## src/rtl/mul_seq_ctl_if.sv

```systemverilog
// Handshake and control bundle for the mul_seq_ctl multiply sequencer.
// The master drives requests and operand zero flags; the slave drives datapath controls.
interface mul_seq_ctl_if;
   logic       start;
   logic       flush;
   logic [3:0] a_byte_zero;
   logic [3:0] b_byte_zero;
   logic [1:0] ma_sel;
   logic [1:0] mb_sel;
   logic [4:0] shift_val;
   logic       upd_reg;
   logic       clr_reg;
   logic       busy;
   logic       done;

   modport master (
      output start, flush, a_byte_zero, b_byte_zero,
      input  ma_sel, mb_sel, shift_val, upd_reg, clr_reg, busy, done
   );

   modport slave (
      input  start, flush, a_byte_zero, b_byte_zero,
      output ma_sel, mb_sel, shift_val, upd_reg, clr_reg, busy, done
   );
endinterface

```

## src/rtl/mul_seq_ctl.sv

```systemverilog
// Sequencer for a 32-bit low-word multiply built from 8x8 byte partial products (i+j<=3).
// Optional zero skipping of inactive byte pairs is enabled by defining MUL_ZERO_SKIP_EN.
module mul_seq_ctl (
   input  logic         clk,
   input  logic         rst,
   mul_seq_ctl_if.slave bus
);
   localparam logic [1:0] IDLE = 2'd0;
   localparam logic [1:0] CLR  = 2'd1;
   localparam logic [1:0] STEP = 2'd2;
   localparam logic [1:0] DONE = 2'd3;
   localparam logic [3:0] LAST_STEP = 4'd9;

   logic [1:0] state, state_nxt;
   logic [3:0] idx, idx_nxt;
   logic [1:0] step_i, step_j, pos_sum;
   logic       found_clr, found_step;
   logic [3:0] next_clr, next_step;

   // Step index -> {i, j} byte pair, in table order
   function automatic logic [3:0] pair_of(input logic [3:0] k);
      case (k)
         4'd0:    return {2'd0, 2'd0};
         4'd1:    return {2'd0, 2'd1};
         4'd2:    return {2'd0, 2'd2};
         4'd3:    return {2'd0, 2'd3};
         4'd4:    return {2'd1, 2'd0};
         4'd5:    return {2'd1, 2'd1};
         4'd6:    return {2'd1, 2'd2};
         4'd7:    return {2'd2, 2'd0};
         4'd8:    return {2'd2, 2'd1};
         4'd9:    return {2'd3, 2'd0};
         default: return {2'd0, 2'd0};
      endcase
   endfunction

`ifdef MUL_ZERO_SKIP_EN
   // {found, index} of the first active step at or after 'from'
   function automatic logic [4:0] next_active(input logic [3:0] from,
                                              input logic [3:0] az,
                                              input logic [3:0] bz);
      logic [4:0] r;
      logic [3:0] p;
      logic [3:0] kk;
      r = '0;
      for (int unsigned k = 0; k < 10; k++) begin
         kk = 4'(k);
         p  = pair_of(kk);
         if (!r[4] && (kk >= from) && !(az[p[3:2]] | bz[p[1:0]]))
            r = {1'b1, kk};
      end
      return r;
   endfunction

   assign {found_clr, next_clr}   = next_active(4'd0, bus.a_byte_zero, bus.b_byte_zero);
   assign {found_step, next_step} = next_active(idx + 4'd1, bus.a_byte_zero, bus.b_byte_zero);
`else
   logic unused_zero_flags;
   assign unused_zero_flags = ^{bus.a_byte_zero, bus.b_byte_zero};
   assign found_clr  = 1'b1;
   assign next_clr   = 4'd0;
   assign found_step = (idx < LAST_STEP);
   assign next_step  = idx + 4'd1;
`endif

   always_comb begin
      state_nxt = state;
      idx_nxt   = idx;
      case (state)
         IDLE: begin
            idx_nxt = '0;
            if (bus.start && !bus.flush) state_nxt = CLR;
         end
         CLR: begin
            if (bus.flush) begin
               state_nxt = IDLE;
               idx_nxt   = '0;
            end else if (found_clr) begin
               state_nxt = STEP;
               idx_nxt   = next_clr;
            end else begin
               state_nxt = DONE;
               idx_nxt   = '0;
            end
         end
         STEP: begin
            if (bus.flush) begin
               state_nxt = IDLE;
               idx_nxt   = '0;
            end else if (found_step) begin
               idx_nxt   = next_step;
            end else begin
               state_nxt = DONE;
               idx_nxt   = '0;
            end
         end
         DONE: begin
            state_nxt = IDLE;
            idx_nxt   = '0;
         end
         default: begin
            state_nxt = IDLE;
            idx_nxt   = '0;
         end
      endcase
   end

   always_ff @(posedge clk or posedge rst) begin
      if (rst) begin
         state <= IDLE;
         idx   <= '0;
      end else begin
         state <= state_nxt;
         idx   <= idx_nxt;
      end
   end

   assign {step_i, step_j} = pair_of(idx);
   assign pos_sum          = step_i + step_j;

   always_comb begin
      bus.ma_sel    = '0;
      bus.mb_sel    = '0;
      bus.shift_val = '0;
      bus.upd_reg   = 1'b0;
      bus.clr_reg   = 1'b0;
      bus.done      = 1'b0;
      bus.busy      = (state != IDLE);
      case (state)
         CLR:  bus.clr_reg = 1'b1;
         STEP: begin
            bus.upd_reg   = 1'b1;
            bus.ma_sel    = step_i;
            bus.mb_sel    = step_j;
            bus.shift_val = {pos_sum, 3'b000};
         end
         DONE: bus.done = 1'b1;
         default: ;
      endcase
   end
endmodule
```

## src/flat_wrapper.sv

```systemverilog
// flat-port wrapper written by rule: the top's interface ports become plain ports
module mul_seq_ctl_flat 
  (clk, rst, bus_start, bus_flush, bus_a_byte_zero, bus_b_byte_zero, bus_ma_sel, bus_mb_sel, bus_shift_val, bus_upd_reg, bus_clr_reg, bus_busy, bus_done);
  mul_seq_ctl_if bus_i ();
  input  logic clk;
  input  logic rst;
  input wire logic [$bits(bus_i.start)-1:0] bus_start;
  input wire logic [$bits(bus_i.flush)-1:0] bus_flush;
  input wire logic [$bits(bus_i.a_byte_zero)-1:0] bus_a_byte_zero;
  input wire logic [$bits(bus_i.b_byte_zero)-1:0] bus_b_byte_zero;
  output wire logic [$bits(bus_i.ma_sel)-1:0] bus_ma_sel;
  output wire logic [$bits(bus_i.mb_sel)-1:0] bus_mb_sel;
  output wire logic [$bits(bus_i.shift_val)-1:0] bus_shift_val;
  output wire logic [$bits(bus_i.upd_reg)-1:0] bus_upd_reg;
  output wire logic [$bits(bus_i.clr_reg)-1:0] bus_clr_reg;
  output wire logic [$bits(bus_i.busy)-1:0] bus_busy;
  output wire logic [$bits(bus_i.done)-1:0] bus_done;
  assign bus_i.start = bus_start;
  assign bus_i.flush = bus_flush;
  assign bus_i.a_byte_zero = bus_a_byte_zero;
  assign bus_i.b_byte_zero = bus_b_byte_zero;
  assign bus_ma_sel = bus_i.ma_sel;
  assign bus_mb_sel = bus_i.mb_sel;
  assign bus_shift_val = bus_i.shift_val;
  assign bus_upd_reg = bus_i.upd_reg;
  assign bus_clr_reg = bus_i.clr_reg;
  assign bus_busy = bus_i.busy;
  assign bus_done = bus_i.done;
  mul_seq_ctl u_core (.clk(clk), .rst(rst), .bus(bus_i));
endmodule
```

## config.mk

```make
export PLATFORM = sky130hd
export DESIGN_NAME = mul_seq_ctl_flat
export DESIGN_NICKNAME = d
export VERILOG_FILES = /design/src/rtl/mul_seq_ctl_if.sv /design/src/rtl/mul_seq_ctl.sv /design/src/flat_wrapper.sv
export SDC_FILE = /design/constraint.sdc
export NUM_CORES = 1
export LEC_CHECK = 0
export ABC_AREA = 1
export BUFFER_PORTS_ARGS = -buffer_cell sky130_fd_sc_hd__buf_4
export CORE_AREA = 2 2 39 41
export CTS_CLUSTER_SIZE = 40
export DETAILED_ROUTE_END_ITERATION = 16
export DIE_AREA = 0 0 41 43
export GPL_ROUTABILITY_DRIVEN = 0
export PLACE_DENSITY_LB_ADDON = 0.25
export SLEW_MARGIN = 20
export SYNTH_ARGS = -nofsm -noshare
export SYNTH_HDL_FRONTEND = slang
export SYNTH_SLANG_ARGS = --single-unit
```

## constraint.sdc

```tcl
create_clock -name clk -period 3.45 [get_ports clk]
set_clock_uncertainty 0.2 [all_clocks]
set_input_delay 0.69 -clock clk [delete_from_list [all_inputs] [get_ports clk]]
set_output_delay 0.69 -clock clk [all_outputs]
set_load 0.01 [all_outputs]
```

Word level (Yosys, flattened, before mapping)
Memory sizes are Yosys's and may differ from the RTL's.
Cells that the tools add are included.
{ "op_classes": {"addsub": 2, "magnitude_cmp": 1, "eq_ne": 5, "muxes": 14, "n_reduce_logical": 6} }
{ "op_table": {"columns": ["op", "n"], "rows": [
  ["$mux 2", 6],
  ["$mux 4", 2],
  ["$pmux 2 s4", 1],
  ["$pmux 4 s2", 1],
  ["$mux 5", 1],
  ["$add 4x1->4 const B", 1],
  ["$eq 2x2->1 const B", 2],
  ["$lt 4x4->1 const B", 1],
  ["$mux 1", 3],
  ["$ne 3x3->1 const B", 1],
  ["$reduce_or 3->1", 1],
  ["$add 2x2->2", 1],
  ["$eq 2x1->1 const B", 1],
  ["$logic_not 2->1", 1],
  ["$ne 2x1->1 const B", 1],
  ["$reduce_and 2->1", 1],
  ["$reduce_bool 2->1", 1],
  ["$logic_and 1x1->1", 1],
  ["$logic_not 1->1", 1]
]} }
{ "word_totals": {"regBits": 6, "rom_bits": 64, "input_bits": 12, "output_inout_bits": 13, "elab_cells": 31, "mem_count": 1} }
{ "mem_list": {"columns": ["name", "depth", "width", "rd", "rd_ports_with_merged_regs", "write_ports", "line", "source"], "rows": [
  ["(name not given)", 16, 4, 1, 0, 0, "mul_seq_ctl.sv:22", "case (k)"]
]} }

Longest topological paths before layout
{ "logic_depth": {"ltp_word": 4, "mapped_depth": 9} }

Least setup slack after synthesis
Ideal clock, no wire load.
{ "synth_timing": {"kind": "reg2out", "startpoint": "reg u_core.idx[1]", "endpoint": "out bus_shift_val[3]", "t_arrival_ns": 1.411, "t_required_ns": 2.560, "slack_ns": 1.149, "stages_incl_launch_ff": 8, "path_buffers": 0, "path_cell_list": "dfrtp_1 inv_1 ha_1 o21ai_0 nand2_1 ha_1 inv_1 nor2_1"} }
{ "synth_via": {"elab_chain_len": 3} }
{ "synth_rtl": {"columns": ["item", "line", "source"], "rows": [
  ["start: declaration", "mul_seq_ctl.sv:15", "logic [3:0] idx, idx_nxt;"],
  ["start signal: assignment", "mul_seq_ctl.sv:114", "idx <= idx_nxt;"],
  ["$mem_v2 16x4", null, null],
  ["$add 2x2->2", "mul_seq_ctl.sv:119", "assign pos_sum = step_i + step_j;"],
  ["$mux 5", "mul_seq_ctl.sv:129", "case (state)"],
  ["end: declaration", "flat_wrapper.sv:13", "output wire logic [$bits(bus_i.shift_val)-1:0] bus_shift_val;"]
]} }
No other way between the ends.

Worst setup path after layout
{ "layout_timing": {"startpoint": "reg u_core.idx[1]", "endpoint": "out bus_shift_val[4]"} }
The elaborated chain is that of the path after synthesis.

==> reports/metrics.csv <==
metric,value,unit
synth-simple-area-share,0.2595,
grt_pass1_vias,372,
antenna_found_initial,0,
maxCapViolCount,0,
synth_top_family_by_area,simple AND/OR/NAND/NOR gates,
first_pass_iters,4,
die-width,41,um
synth_area_leaders,"dfrtp_1 (29%), ha_1 (19%), inv_1 (11%), nand2_1 (7.1%), nor2_1 (6.4%)",
tritoncts,built,
dp_hpwl,760.9,um
grt_util_all_layers,0.1218,
synth_ff_type,dfrtp_1,
dieArea,0.001763,mm^2
power.leakage,0.3623,nW
path_max_fanout,5,
crit_start,u_core.idx[1],
crit_type,register to output pin,
power-per-cell-area,262.4,mW/mm^2
finalMaxSlewViolations,0,
ctsHtreeMaxLevel,1,
status,"finished, final reports clean",
vias_per_cell,4.406,
fin_crit,2.771,ns
synthArstFlopShare,1.000,
cts_setup_buffers,0,
p_sw,0.00004496,W
r2r_cells,6,
antennaDiodeCount,0,
arrival,1.88,ns
hold_violations,0,
max_freq,360.9,MHz
ys_seq_area_frac,0.2857,
die_y,43,um
ys_warn_count,0,
grt_pass1_wl,1476,um
setup_viol,0,
synth_area_leader_cell,dfrtp_1,
clk_pin_slew,0.05,ns
num_io_pins,25,
numCtsBuffers,3,
area_delta_synth_final,23.81,%
yosys.area_share.xor_xnor,0,
synth-compound-area-share,0.09286,
synth.most_common_cell,inv_1,
synth-seq-cells,6,
syn_area,525.5,um^2
required,2.56,ns
rows,14,
synthDistinctLibCells,16,
combPwrFrac,0.182,
synth_edf_count,0,
port_buffers,13,
route.detailed.drc,0,
vias,467,
cts_num_sinks,6,
avgSynthCellArea,7.007,um^2
core_area,0.001384,mm^2
synth_top_area_frac,0.2857,
pre_cts_slack,0.9335,ns
switching_share,0.2633,
hp-class,input port to asynchronous set/reset pin,
ant_nets,0,
drt_iter0_drc,10,
grt_overflow,0,
drive_above_1_share,0.2333,
clock_latency,0.24,ns
p_int,0.0001258,W
fin_ws,0.6789,ns
reg2reg_setup_slack,1.99,ns
synthAdderAreaFrac,0.1905,
drt-total-wl,900,um
nets,112,
synthMuxAreaShare,0,
crit_path_start_kind,register,
cts_hold_buffers,0,
rsz0062_at_grt,no,
rr_startpoint,u_core.idx[0],
fin_setup_tns,0,ns
post_drt_wl_per_cell,8.491,um
seq_power_share,0.450,
fin_crit_sh,0.8032,
clkPwrFrac,0.368,
start_util,0.3797,
clockBufferDepth,2,
grt_start_max_net_pins,9,
synthCells,75,
cts_resized,0,
worstSetupEndpointType,output pin,
root_buffer,clkbuf_4,
synth_commonest_cells,"inv_1 (16), nand2_1 (10), nor2_1 (9)",
vdd_ir_drop_max,0.0001609,V
## worst max-delay path: stages, from the launching register on
cell	delay [ns]
dfrtp_1	0.40
inv_1	0.13
ha_1	0.21
o21ai_0	0.23
nand2_1	0.10
ha_1	0.20
inv_1	0.07
nand3_1	0.07
nand2_1	0.06
nor2_1	0.03
buf_4	0.13
## power by group through the flow
stage,sequential (W),combinational (W),clock [W]
finish,0.0000769,0.0000311,0.0000628
global route,0.0000774,0.0000366,0.0000706
CTS,0.0000768,0.0000319,0.0000663
detailed placement,0.0000779,0.0000318,0
global placement,0.0000778,0.0000316,0
floorplan,0.0000772,0.0000215,0
## stage by stage
step | hold slack, ns | total power (W) | cell area (um^2) | util | cells
after floorplan | 0.2810 | 0.00009874 | 533.0 | - | 77
after global placement | 0.3325 | 0.0001094 | 628.1 | 0.4539 | 103
after detailed placement | 0.3469 | 0.0001096 | 628.1 | 0.4539 | 103
after CTS | 0.1567 | 0.0001750 | 650.6 | 0.4702 | 106
after global routing | 0.1731 | 0.0001846 | 650.6 | 0.4702 | 106
final | 0.1561 | 0.0001708 | 650.6 | 0.4702 | 106
## sequential cells by signal (all words and copies together), names as in the netlist
signal,count
u_core.state,2
u_core.idx,4
## logic make-up after synthesis
logic type                 after synthesis
AOI/OAI and AO/OA                        9
adders and majority gates                8
buffers and inverters                   20
DFF                                      6
other                                    1
and+or+nand+nor                         31
## final timing paths
path	endpoint
min in group clk	u_core.idx[0]
hold reg to reg	u_core.idx[0]
setup reg to reg	u_core.idx[0]
max in group asynchronous	u_core.state[0]
setup / recovery	bus_shift_val[4]
hold / removal	u_core.idx[3]
## cell usage in the layout (no fill, tap or decap)
cell	n
dfrtp_1	6
ha_1	8
nor3_1	2
inv_1	16
nor2_2	2
clkbuf_4	3
a21oi_1	6
a21oi_2	1
nand2_1	10
nand2_2	1
conb_1	3
nand4_1	1
o21ai_0	2
inv_2	1
buf_4	13
nand3_1	6
nor2_1	9
## metal layers
layer | global-route usage | vias to the layer above | wire length, um
met4 | 0.06000 | 0 | 0
li1 | - | 256 | -
met1 | 0.1767 | 201 | 418
met5 | 0 | - | 0
met3 | 0.03141 | 0 | 41
met2 | 0.1625 | 10 | 439
## layout make-up
cell class              count  area [um^2]
clock buffers               3        22.52
fillers                   146        733.2
inverters                  17        63.81
multi-input cells          51        296.5
flip-flops and latches      6        150.1
well taps                  16        20.02
repair buffers             13        97.59
Note: power is estimated with default switching activity, not from simulation.
